File: src/rtl/program_loader_pkg.sv
// Shared definitions for stream-to-memory loaders: FSM states and
// frame layout constants.
package program_loader_pkg;

    typedef enum logic [2:0] {
        S_IDLE,
        S_LOAD,
        S_CSUM,
        S_RUN,
        S_ERR
    } state_t;

    localparam int BYTE_W = 8;

    // A zero header byte stands for the largest frame the memory holds.
    localparam logic [BYTE_W-1:0] HDR_MAX_WORDS = 8'h00;

    function automatic int bytes_per_word(input int word_w);
        return word_w / BYTE_W;
    endfunction

endpackage

File: src/rtl/program_loader_word_assembler.sv
// Shifts stream bytes MSB-first into a word and pulses word_valid
// for one cycle after the final byte of each word.
module word_assembler
    import program_loader_pkg::*;
#(
    parameter int WORD_W = 32
) (
    input  logic              clk,
    input  logic              rst_n,
    input  logic              clear,
    input  logic              shift,
    input  logic [BYTE_W-1:0] data,
    output logic              word_end,
    output logic              word_valid,
    output logic [WORD_W-1:0] word
);

    localparam int BPW = bytes_per_word(WORD_W);
    localparam int CNT_W = (BPW > 1) ? $clog2(BPW) : 1;
    localparam logic [CNT_W-1:0] LAST = CNT_W'(BPW - 1);

    logic [CNT_W-1:0] cnt;

    assign word_end = (cnt == LAST);

    always_ff @(posedge clk or negedge rst_n) begin
        if (!rst_n) begin
            cnt        <= '0;
            word_valid <= 1'b0;
            word       <= '0;
        end else begin
            word_valid <= 1'b0;
            if (clear) begin
                cnt <= '0;
            end else if (shift) begin
                word <= (word << BYTE_W) | WORD_W'(data);
                if (word_end) begin
                    cnt        <= '0;
                    word_valid <= 1'b1;
                end else begin
                    cnt <= cnt + 1'b1;
                end
            end
        end
    end

endmodule

File: src/rtl/program_loader.sv
// Loads a checksummed instruction frame into instruction memory,
// then runs the CPU until it traps.
module program_loader
    import program_loader_pkg::*;
#(
    parameter int ADDR_W = 8,
    parameter int WORD_W = 32
) (
    input  logic              clk,
    input  logic              rst_n,
    input  logic [7:0]        in_data,
    input  logic              in_valid,
    output logic              in_ready,
    output logic              imem_we,
    output logic [ADDR_W-1:0] imem_addr,
    output logic [WORD_W-1:0] imem_wdata,
    input  logic              trap,
    output logic              run,
    output logic              done,
    output logic              err
);

    localparam int CNT_W = ADDR_W + 1;

    logic [1:0]        rst_sync;
    logic              rst_i;
    state_t            state;
    state_t            nxt;
    logic [CNT_W-1:0]  words_left;
    logic [CNT_W-1:0]  hdr_words;
    logic [ADDR_W-1:0] addr;
    logic [7:0]        csum;
    logic              err_q;
    logic              done_q;
    logic              xfer;
    logic              load_hdr;
    logic              take_byte;
    logic              set_err;
    logic              word_end;
    logic              word_valid;
    logic [WORD_W-1:0] word;

    // Assert asynchronously, release two edges later in step with clk.
    always_ff @(posedge clk or negedge rst_n) begin
        if (!rst_n) rst_sync <= 2'b00;
        else        rst_sync <= {rst_sync[0], 1'b1};
    end
    assign rst_i = rst_sync[1];

    assign in_ready   = (state != S_RUN);
    assign xfer       = in_valid && in_ready;
    assign run        = (state == S_RUN);
    assign done       = done_q;
    assign err        = err_q;
    assign imem_we    = word_valid;
    assign imem_addr  = addr;
    assign imem_wdata = word;

    always_comb begin
        if (in_data == HDR_MAX_WORDS) hdr_words = {1'b1, {ADDR_W{1'b0}}};
        else                          hdr_words = CNT_W'(in_data);
    end

    always_comb begin
        nxt       = state;
        load_hdr  = 1'b0;
        take_byte = 1'b0;
        set_err   = 1'b0;
        unique case (state)
            S_IDLE, S_ERR: begin
                if (xfer) begin
                    load_hdr = 1'b1;
                    nxt      = S_LOAD;
                end
            end
            S_LOAD: begin
                if (xfer) begin
                    take_byte = 1'b1;
                    if (word_end && words_left == CNT_W'(1)) nxt = S_CSUM;
                end
            end
            S_CSUM: begin
                if (xfer) begin
                    if (in_data == csum) begin
                        nxt = S_RUN;
                    end else begin
                        nxt     = S_ERR;
                        set_err = 1'b1;
                    end
                end
            end
            S_RUN: begin
                if (trap) nxt = S_IDLE;
            end
            default: nxt = S_IDLE;
        endcase
    end

    always_ff @(posedge clk or negedge rst_i) begin
        if (!rst_i) begin
            state      <= S_IDLE;
            words_left <= '0;
            addr       <= '0;
            csum       <= '0;
            err_q      <= 1'b0;
            done_q     <= 1'b0;
        end else begin
            state  <= nxt;
            done_q <= (state == S_RUN) && trap;
            if (load_hdr) begin
                words_left <= hdr_words;
                addr       <= '0;
                csum       <= '0;
                err_q      <= 1'b0;
            end else begin
                if (take_byte) csum <= csum ^ in_data;
                if (take_byte && word_end) words_left <= words_left - 1'b1;
                if (word_valid) addr <= addr + 1'b1;
                if (set_err) err_q <= 1'b1;
            end
        end
    end

    word_assembler #(
        .WORD_W(WORD_W)
    ) u_asm (
        .clk       (clk),
        .rst_n     (rst_i),
        .clear     (load_hdr),
        .shift     (take_byte),
        .data      (in_data),
        .word_end  (word_end),
        .word_valid(word_valid),
        .word      (word)
    );

endmodule

File: config.mk
export PLATFORM = sky130hd
export DESIGN_NAME = program_loader
export DESIGN_NICKNAME = d
export VERILOG_FILES = /design/src/rtl/program_loader_pkg.sv /design/src/rtl/program_loader_word_assembler.sv /design/src/rtl/program_loader.sv
export SDC_FILE = /design/constraint.sdc
export NUM_CORES = 1
export LEC_CHECK = 0
export ABC_AREA = 0
export CAP_MARGIN = 20
export CORE_ASPECT_RATIO = 1.4
export CORE_MARGIN = 1
export CORE_UTILIZATION = 25
export CTS_CLUSTER_SIZE = 40
export DETAILED_ROUTE_END_ITERATION = 7
export HOLD_SLACK_MARGIN = 0.1
export SLEW_MARGIN = 20
export SYNTH_ARGS = -nofsm -noshare
export SYNTH_HDL_FRONTEND = slang
export SYNTH_HIERARCHICAL = 1
export SYNTH_SLANG_ARGS = --single-unit
File: constraint.sdc
create_clock -name clk -period 2.86 [get_ports clk]
set_input_delay 0.715 -clock clk [delete_from_list [all_inputs] [get_ports clk]]
set_output_delay 0.715 -clock clk [all_outputs]
set_load 0.01 [all_outputs]
Word level (Yosys, flattened, before mapping)
Cells that the tools add are included.
{"block": "op_classes", "bitwise_logic": 3, "eq_ne": 13, "reduce_logical": 13, "n_mux": 28, "n_addsub": 3}
{"op": "$mux 8", "count": 4}
{"op": "$or 32x8->32", "count": 1}
{"op": "$mux 9", "count": 3}
{"op": "$mux 3", "count": 6}
{"op": "$pmux 3 s4", "count": 1}
{"op": "$mux 1", "count": 11}
{"op": "$ne 2x2->1 const B", "count": 5}
{"op": "$eq 9x1->1 const B", "count": 1}
{"op": "$sub 9x1->9 const B", "count": 1}
{"op": "$add 8x1->8 const B", "count": 1}
{"op": "$eq 8x8->1", "count": 1}
{"op": "$logic_not 8->1", "count": 1}
{"op": "$reduce_bool 2->1", "count": 4}
{"op": "$xor 8x8->8", "count": 1}
{"op": "$eq 3x2->1 const B", "count": 2}
{"op": "$mux 2", "count": 3}
{"op": "$reduce_and 5->1", "count": 1}
{"op": "$logic_and 1x1->1", "count": 4}
{"op": "$eq 3x1->1 const B", "count": 1}
{"op": "$eq 3x3->1 const B", "count": 1}
{"op": "$logic_not 3->1", "count": 1}
{"op": "$ne 3x2->1 const B", "count": 1}
{"op": "$add 2x1->2 const B", "count": 1}
{"op": "$eq 2x2->1 const B", "count": 1}
{"op": "3 further kinds", "count": 3}
{"block": "word_totals", "input_bits": 12, "register_bits": 67, "word_cells": 70}

Logic depth before layout (Yosys ltp)
Gate-level depths: netlist (run 1).
{"block": "depth", "ltp_word": 7, "mapped_depth": 10}

By module
The synthesis (run 1) kept the hierarchy.
{"module": "program_loader", "seq_area_each_um2": 800.8, "instances": 1, "cells_per_inst": 187, "area_each_um2": 1831.8}
{"module": "word_assembler", "seq_area_each_um2": 875.8, "instances": 1, "cells_per_inst": 79, "area_each_um2": 1482.7}

Worst setup path after synthesis (run 1)
OpenSTA, ideal clock, no wires.
{"block": "synth_path", "path_type": "in2reg", "startpoint": "in in_valid", "endpoint": "reg u_asm.word[0]", "path_buffers": 5, "stages": 10, "arrival_ns": 2.106, "setup_time_ns": 0.125, "slack_ns": 0.629, "required_ns": 2.735, "cell_sequence": "nand2b_1 -> buf_6 -> or2_4 -> inv_4 -> buf_8 -> buf_4 -> nor2b_4 -> buf_6 -> buf_12 -> mux2_4"}
{"block": "synth_between", "elab_chain_len": 5, "word_cells_on_any_way": 6, "classes_between": "mux (3); bitwise (1); reduce/logical (2)"}
{"item": "start, declared", "line_no": "program_loader.sv:12", "source": "input logic in_valid,"}
{"item": "$logic_and 1x1->1", "line_no": "program_loader.sv:51", "source": "assign xfer = in_valid && in_ready;"}
{"item": "$mux 1", "line_no": "program_loader.sv:71", "source": "if (xfer) begin"}
{"item": "$mux 1", "line_no": "program_loader.sv:69", "source": "unique case (state)"}
{"item": "net load_hdr", "line_no": "program_loader.sv:36", "source": "logic load_hdr;"}
{"item": "$not 1->1 (no line)"}
{"item": "$reduce_and 2->1 (no line)"}
{"item": "end signal, assigned", "line_no": "program_loader_word_assembler.sv:36", "source": "word <= (word << BYTE_W) | WORD_W'(data);"}
{"item": "end, declared", "line_no": "program_loader_word_assembler.sv:15", "source": "output logic [WORD_W-1:0] word"}
The timed path passes the listed nets, and every way through them passes these cells.
A chain may end at the register's enable or synchronous reset.

Worst setup path after layout (run 1)
{"block": "layout_path", "startpoint": "reg state[2]", "endpoint": "out run"}
{"block": "layout_between", "elab_chain_len": 1}
{"item": "start, declared", "line_no": "program_loader.sv:27", "source": "state_t state;"}
{"item": "start signal, assigned", "line_no": "program_loader.sv:108", "source": "state <= nxt;"}
{"item": "$eq 3x2->1", "line_no": "program_loader.sv:52", "source": "assign run = (state == S_RUN);"}
{"item": "end, declared", "line_no": "program_loader.sv:18", "source": "output logic run,"}
Every way passes these cells.

==> results of run 1 <==
cell usage after synthesis (2+ instances only):
master and n:
xor2_1 9, nand2_1 14, dfrtp_1 67, nand4b_1 2, and2_1 2, o21ai_0 12
inv_1 7, clkbuf_1 3, nor4_1 2, o21ai_2 5, mux2_2 3, nand4_1 7
a31o_2 2, nand2b_1 4, a21boi_0 6, buf_12 4, ha_1 4, nand3_1 5
or3_1 4, nor3_1 3, mux2_4 29, nor2_1 20, xnor2_1 11, a22o_1 4
mux2i_1 2, a221o_1 2, a21oi_1 6, buf_4 2, buf_6 2
cell families (layout without fill, tap and decap cells):
group	count (synthesis)	count (layout)	share of synthesized area (%)
mux	34	34	14.8
flops	67	67	50.6
simple gates	73	73	12.0
compound gates	46	46	10.1
other cells	1	1	0.113
fa+ha+maj	5	5	1.81
xor+xnor	20	20	5.29
buf+inv	20	92	5.32
stage by stage:
stage	worst slack, ps	cells	util [%]	total power [W]
floorplan	629	266	-	0.00291
global placement	303	475	31.3	0.00356
detailed placement	292	475	31.3	0.00363
CTS	514	491	33.4	0.00466
global route	476	491	33.4	0.00490
finish	542	491	33.4	0.00460
area by class of cell:
cell class              count  area (sq um)
fillers                  1278          8580
flip-flops and latches     67          1680
multi-input cells         179          1460
repair buffers             68           663
clock buffers              10           229
well taps                 153           191
clock inverters             6          42.5
inverters                   8          32.5
worst paths after layout:
check	startpoint	to	slack (ps)	cells past startpoint
worst max register to register	state[1]$_DFFE_PN0P_	words_left[8]$_DFFE_PN0P_	1050	7
worst max-delay path	state[2]$_DFFE_PN0P_	run	540	3
worst min register to register	rst_sync[1]$_DFF_PN0_	imem_addr[2]$_DFFE_PN0P_	290	0
min in group clk	rst_sync[0]$_DFF_PN0_	rst_sync[1]$_DFF_PN0_	350	0
worst min-delay path	rst_sync[1]$_DFF_PN0_	imem_addr[2]$_DFFE_PN0P_	290	0
max in group asynchronous	rst_sync[1]$_DFF_PN0_	u_asm/word[21]$_DFFE_PN0P_	1820	1
state kept, by name (all words and copies together), names as in the netlist:
register,cells
err,1
rst_sync,2
words_left,9
u_asm/word,32
done,1
state,3
csum,8
imem_addr,8
u_asm/word_valid,1
u_asm/cnt,2
worst max-delay path, cell delays in order (launching register included):
cell and delay (ps):
dfrtp_1 440, nand3b_1 220, inv_1 90, clkdlybuf4s50_1 530
power by group through the flow:
| stage | Clock [W] | Combinational, W | Sequential, W |
|---|---|---|---|
| 2_1_floorplan | 0 | 0.00117 | 0.00175 |
| 3_3_place_gp | 0 | 0.00188 | 0.00168 |
| 3_5_place_dp | 0 | 0.00194 | 0.00169 |
| 4_1_cts | 0.00104 | 0.00193 | 0.00169 |
| 5_1_grt | 0.00108 | 0.00208 | 0.00174 |
| 6_report | 0.00101 | 0.00192 | 0.00168 |
layout by cell type, fill, tap and decap left out, types with 3 or more instances in the layout:
master / Yosys / layout
mux2_2: 3 / 3
mux2_4: 29 / 29
nand2b_1: 4 / 4
or3_1: 4 / 4
nor2_1: 20 / 20
nand3_1: 5 / 5
nand4_1: 7 / 7
nand2_1: 14 / 14
a21boi_0: 6 / 6
nor3_1: 3 / 3
a22o_1: 4 / 4
a21oi_1: 6 / 6
xnor2_1: 11 / 11
clkdlybuf4s50_1: 0 / 56
inv_1: 7 / 7
clkbuf_16: 0 / 9
buf_4: 2 / 11
ha_1: 4 / 4
o21ai_2: 5 / 5
dfrtp_1: 67 / 66
xor2_1: 9 / 9
o21ai_0: 12 / 12
per-layer routing:
layer,share of wire (%),up-vias
li1,-,1073
met1,41,1109
met2,53,54
met3,3.8,13
met4,2.2,0
met5,0,-
==> results.cfg, run 1 <==
[final_layout]
final_nets = 349
diodes = 0
drive_gt1_share_pct = 22.5
syn_to_final_growth_pct = 29.7
finalInstanceArea_sq_um = 4300

[critical_path]
cp-end-kind = output port
cp.required_ps = 2140
criticalPathCategory = flip-flop to output port
cp_max_fo = 7
cp-start-kind = flip-flop
worstPathArrival_ps = 1600

[sta]
finalCriticalPeriod_ps = 2320
holdWs_ps = 291
finalSetupViolCount = 0
finalCritPeriodShare_pct = 81.0
tns_ps = 0
max-slew-margin-rel_pct = 57.8
fin_skew_ps = 8.23
drv_slew = 0
rsz0062_at_grt = false
tightest_slew_ps = 634
hold_viol = 0
clock.fmax_mhz = 431

[synth]
synthDistinctLibCells = 52
synth_edf_count = 0
syn_avg_cell_area_sq_um = 12.5
synth.area.top_cells = dfrtp_1 (51%), mux2_4 (13%), xnor2_1 (2.9%)
seq_area_frac_synth_pct = 50.6
syn_nets = 282
synthFlopType = dfrtp_1
postSynth.asyncResetShare_pct = 100
yosysTopAreaCell = dfrtp_1
yosys.area.top_type_share_pct = 50.6
synth_area_sq_um = 3310
synth_cells = 266
ys_seq_elements = 67
yosys_warnings = 6

[die]
initial_core_util_pct = 25.7
core_area_sq_um = 12900
dieWidth_um = 99.3
row_count = 49
dieArea_sq_um = 13700
io_pins = 57
die_height_um = 138

[cts]
ctsResizeCount = 0
cts_sinks = 67
cts_buffers = 9
cts.reportedPaths.clkPinSlew_ps = 60
cts_root_buf = clkbuf_16
clock_latency_ps = 330
holdBufCountCts = 0
postCtsSetupRepairBufs = 0
htree_levels = 3
cts_tree = done
clk_path_buf_depth = 2

[power]
pwr_density_cell_nw_per_um2 = 1070
switching_share_pct = 32.9
p_seq_share_pct = 36.5
p_switching_w = 0.00152
pwr-share-comb_pct = 41.6
leakage_nw = 1.79
pwr-share-clk_pct = 21.9
p_int_w = 0.00309
peakVddDrop_mv = 0.328

[placement]
hpwl_um = 5210
gp_congestion = 0.803
place_area_sq_um = 4030
port-buffer-count = 56

[min_path]
hp-class = flip-flop to asynchronous set/reset pin

[routing]
num_vias = 2249
avgRoutedWirePerCell_um = 14.6
first_pass_iters = 4
drt_iter0_drc = 125
postRouteAntennaNets = 0
wl_um = 7180
drt_drc_violations_left = 0
routed_via_density = 4.58

[run_status]
status = finished clean

[global_routing]
gr-total-overflow = 0
use_met1_pct = 12.4
grt_pass1_wl_um = 12200
grt_pass1_vias = 2401
grtUsageMet3_pct = 3.08
grt-busiest-layer = met2
antenna_found_initial = 0
grt_usage_pct = 11.4
grt_max_degree = 34
use_met2_pct = 20.2

[job]
drv_cap = 0
(Power assumes the default switching activity.)
==> run 2: changes to the inputs <==
Clock period 2.86 ns to 2.2 ns, I/O delays scaled along.
==> results.cfg, run 2 (same netlist as run 1, synthesis figures left out) <==
[final_layout]
final_nets = 361
top_register = u_asm/word
final_cells = 503
diodes = 0
largest_reg_flops = 32
drive_gt1_share_pct = 25.7
seq_area_sq_um = 1680
layout_commonest_cell = dfrtp_1
syn_to_final_growth_pct = 34.2
finalInstanceArea_sq_um = 4450
layout_top_registers = u_asm/word x32, words_left x9
num-fill-cells = 1263
mostFrequentLayoutCells = dfrtp_1 (64), clkdlybuf4s50_1 (55), mux2_4 (29), buf_4 (22), nor2_1 (20)
multi_input_area_sq_um = 1460

[critical_path]
cp_slowest_cell = clkdlybuf4s50_1
critPathLaunch = state[0]$_DFFE_PN0P_
worstPathArrival_ps = 1490
crit_path_cell_trace = nand3b_1 -> clkdlybuf4s50_1
reg2reg_from = words_left[3]$_DFFE_PN0P_
cp-end-kind = output port
cp.required_ps = 1650
cp-start-kind = flip-flop
cp_max_fo = 9
cpPeakStageDelay_ps = 550
criticalPathCategory = flip-flop to output port

[sta]
drv_slew = 0
tns_ps = 0
fin_skew_ps = 5.77
clock.fmax_mhz = 489
finalSetupViolCount = 0
holdWs_ps = 225
hold_viol = 0
rsz0062_at_grt = false
finalCriticalPeriod_ps = 2040
finalCritPeriodShare_pct = 92.9

[die]
io_pins = 57
die_height_um = 138
core_area_sq_um = 12900
initial_core_util_pct = 25.7
dieArea_sq_um = 13700
row_count = 49
dieWidth_um = 99.3

[power]
peakVddDrop_mv = 0.353
pwr_density_cell_nw_per_um2 = 1400
leakage_nw = 1.89
fin_total_pwr_w = 0.00625

[global_routing]
antenna_found_initial = 0
use_met2_pct = 20.1
grt-busiest-layer = met2
gr-total-overflow = 0
grt_usage_pct = 11.6
grt_pass1_wl_um = 12500
use_met1_pct = 13.1
grtUsageMet3_pct = 3.08
grt_max_degree = 27
grt_pass1_vias = 2440

[cts]
holdBufCountCts = 0
postCtsSetupRepairBufs = 0
ctsResizeCount = 0
cts_sinks = 67
htree_levels = 3
cts_buffers = 9
cts.reportedPaths.clkPinSlew_ps = 60
clock_latency_ps = 330
cts_tree = done
cts_root_buf = clkbuf_16
clk_path_buf_depth = 2

[placement]
hpwl_um = 5320
place_area_sq_um = 4130
gp_congestion = 0.802
place_inst = 487
port-buffer-count = 56

[job]
drv_cap = 0

[routing]
drt_drc_violations_left = 0
num_vias = 2320
routed_via_density = 4.61
postRouteAntennaNets = 0
avgRoutedWirePerCell_um = 14.4
drt_iter0_drc = 119
wl_um = 7240
first_pass_iters = 4

[min_path]
hp-class = flip-flop to asynchronous set/reset pin

[run_status]
status = finished clean
## run 2: cell types whose count changed in the layout (fill, tap and decap cells not counted), sizes merged
cell | previous run | this run
dlymetal6s2s | 0 | 1
clkdlybuf4s50 | 56 | 55
clkinv | 4 | 0
buf | 12 | 24
bufinv | 0 | 1
clkbuf | 10 | 13
## run 2: stage by stage
| step | utilization (%) | setup WS [ps] |
|---|---|---|
| after CTS | 34.5 | 6.96 |
| after global routing | 34.6 | 115 |
| after floorplan | - | 134 |
| final | 34.6 | 157 |
| after global placement | 32.1 | -29.4 |
| after detailed placement | 32.1 | -68.9 |
## run 2: worst paths after layout
| check | endpoint | slack, ps | cells past startpoint |
|---|---|---|---|
| hold reg to reg | imem_addr[2]$_DFFE_PN0P_ | 220 | 0 |
| setup / recovery | in_ready | 160 | 2 |
| max in group asynchronous | u_asm/word[29]$_DFFE_PN0P_ | 1270 | 1 |
| hold / removal | imem_addr[2]$_DFFE_PN0P_ | 220 | 0 |
| min in group clk | rst_sync[1]$_DFF_PN0_ | 350 | 0 |
| setup reg to reg | state[0]$_DFFE_PN0P_ | 410 | 4 |
## run 2: cell type report
class / instances / area share (%)
Clock buffer: 13 / 6.07
Clock inverter: 3 / 1.01
Inverter: 8 / 0.731
Multi-Input combinational cell: 179 / 32.8
Sequential cell: 67 / 37.8
Tap cell: 153 / 4.30
Timing Repair Buffer: 80 / 17.3
## run 2: power breakdown
part | leakage, nW | total (W) | internal (W) | switching (W)
sequential | 0.838 | 0.00219 | 0.00175 | 0.000442
combinational | 0.904 | 0.00257 | 0.00157 | 0.00100
clock | 0.148 | 0.00149 | 0.000970 | 0.000522
total | 1.89 | 0.00625 | 0.00429 | 0.00196
## run 2: critical path: cells and delay by family, from the launching register on
family        cells  cell delay [ps]
buf+inv           1              550
flops             1              460
simple gates      1              150
## run 2: layer usage
metal  part of all wire [%]  vias up
met5                      0        -
met4                    2.7        0
met3                    4.3       14
met2                     53       57
met1                     40     1148
li1                       -     1101
==> run 3: changes to the inputs <==
Settings changed: CORE_UTILIZATION 25 to 53, PLACE_DENSITY from default to 0.8, REMOVE_ABC_BUFFERS from default to 1, SKIP_LAST_GASP from default to 1.
==> results.cfg, run 3 (same netlist as run 1, synthesis figures left out) <==
[routing]
drt_iter0_drc = 130
postRouteAntennaNets = 0
routed_via_density = 5.56
avgRoutedWirePerCell_um = 15.8
wl_um = 6610
first_pass_iters = 4
drt_drc_violations_left = 0
num_vias = 2325

[sta]
drv_slew = 0
rsz0062_at_grt = false
clock.fmax_mhz = 490
finalCritPeriodShare_pct = 92.8
fin_ws_ps = 157
finalCriticalPeriod_ps = 2040
finalSetupViolCount = 0
holdWs_ps = 227
tns_ps = 0
fin_skew_ps = 7.85
hold_viol = 0

[final_layout]
post-route-util_pct = 71.1
finalInstanceArea_sq_um = 4230
layout_commonest_cell = dfrtp_1
drive_gt1_share_pct = 25.0
mostFrequentLayoutCells = dfrtp_1 (64), clkdlybuf4s50_1 (55), mux2_4 (29), nor2_1 (20), buf_4 (20)
syn_to_final_growth_pct = 27.6
num-fill-cells = 421
largest_reg_flops = 32
layout_top_registers = u_asm/word x32, words_left x9
final_nets = 360
diodes = 0
top_register = u_asm/word

[critical_path]
path_buf_inv = 1
cp-start-kind = flip-flop
cp-end-kind = output port
cp_max_fo = 9
criticalPathCategory = flip-flop to output port
crit_path_cell_trace = nand3b_1 -> clkdlybuf4s50_1
crit_family = buffers and inverters
cp.required_ps = 1650
cpPeakStageDelay_ps = 550
cp_slowest_cell = clkdlybuf4s50_1
worstPathArrival_ps = 1490

[die]
die_height_um = 95.6
io_pins = 57
core_area_sq_um = 5950
row_count = 33
dieArea_sq_um = 6580
initial_core_util_pct = 55.7
dieWidth_um = 68.8

[min_path]
hp-class = flip-flop to asynchronous set/reset pin

[placement]
port-buffer-count = 56
hpwl_um = 4830
place_area_sq_um = 4030
dp_slack_ps = -7.41
gp_congestion = 0.780

[cts]
cts.reportedPaths.clkPinSlew_ps = 70
clock_latency_ps = 330
cts_root_buf = clkbuf_8
clk_path_buf_depth = 2
htree_levels = 3
cts_buffers = 9
cts_tree = done
cts_sinks = 67

[power]
leakage_nw = 1.84
peakVddDrop_mv = 0.853
pwr_density_cell_nw_per_um2 = 1360

[job]
drv_cap = 0

[global_routing]
grt_max_degree = 29
gr-total-overflow = 0
grt_pass1_wl_um = 10600
antenna_found_initial = 0
grt_usage_pct = 22.1
grt_pass1_vias = 2242

[run_status]
status = finished clean
-- run 3: cell types whose count changed in the layout (fill, tap and decap cells not counted), sizes merged --
cell      change
buf           -1
clkinv        +1
clkinvlp      -2
-- run 3: final cells by class --
| cell class | instances | area, sq um | area share (%) |
|---|---|---|---|
| clock buffer | 13 | 159 | 3.76 |
| multi-input combinational | 179 | 1460 | 34.6 |
| tap | 70 | 87.6 | 2.07 |
| timing repair buffer | 79 | 773 | 18.3 |
| clock inverter | 2 | 35.0 | 0.828 |
| sequential | 67 | 1680 | 39.7 |
| inverter | 8 | 32.5 | 0.769 |
-- run 3: worst reg2reg max path, stage by stage, from the launching register on --
cell,delay (ps)
dfrtp_2,450
buf_4,190
or2_4,160
inv_4,50
nor2b_4,180
buf_12,200
mux2_2,350
-- run 3: path summary, 6_finish.rpt --
check                                 startpoint                         end  slack (ps)  cells past startpoint
setup / recovery            state[0]$_DFFE_PN0P_                    in_ready         160                      2
hold / removal             rst_sync[1]$_DFF_PN0_    imem_addr[7]$_DFFE_PN0P_         230                      0
setup reg to reg            state[0]$_DFFE_PN0P_  u_asm/word[16]$_DFFE_PN0P_         510                      6
hold reg to reg            rst_sync[1]$_DFF_PN0_    imem_addr[7]$_DFFE_PN0P_         230                      0
max in group asynchronous  rst_sync[1]$_DFF_PN0_  u_asm/word[24]$_DFFE_PN0P_        1350                      1
min in group clk           rst_sync[0]$_DFF_PN0_       rst_sync[1]$_DFF_PN0_         370                      0
-- run 3: metal layers --
| layer | vias to the layer above | part of all wire (%) | GRT usage (%) | routed length, um |
|---|---|---|---|---|
| met5 | - | 0 | 0 | 0 |
| met4 | 0 | 1.7 | 8.50 | 111 |
| met3 | 10 | 3.7 | 5.02 | 245 |
| met2 | 64 | 53 | 37.4 | 3490 |
| met1 | 1159 | 42 | 26.8 | 2760 |
| li1 | 1092 | - | - | - |
-- run 3: power breakdown --
part           switching (W)  total (W)  internal, W
Sequential          0.000453    0.00220      0.00174
Combinational       0.000994    0.00256      0.00157
Clock               0.000417   0.000995     0.000578
-- run 3: timing repair --
| item | in CTS | in global routing |
|---|---|---|
| hold buffers | 0 | 0 |
| setup buffers | 0 | 0 |
| endpoints found under the setup margin | 0 | 1 |
| resized for setup | 0 | 3 |
-- run 3: metrics by stage --
| step | total power, W | instances |
|---|---|---|
| 6_report | 0.00575 | 418 |
| 4_1_cts | 0.00580 | 418 |
| 3_3_place_gp | 0.00465 | 403 |
| 3_5_place_dp | 0.00477 | 403 |
| 2_1_floorplan | 0.00363 | 254 |
| 5_1_grt | 0.00613 | 418 |
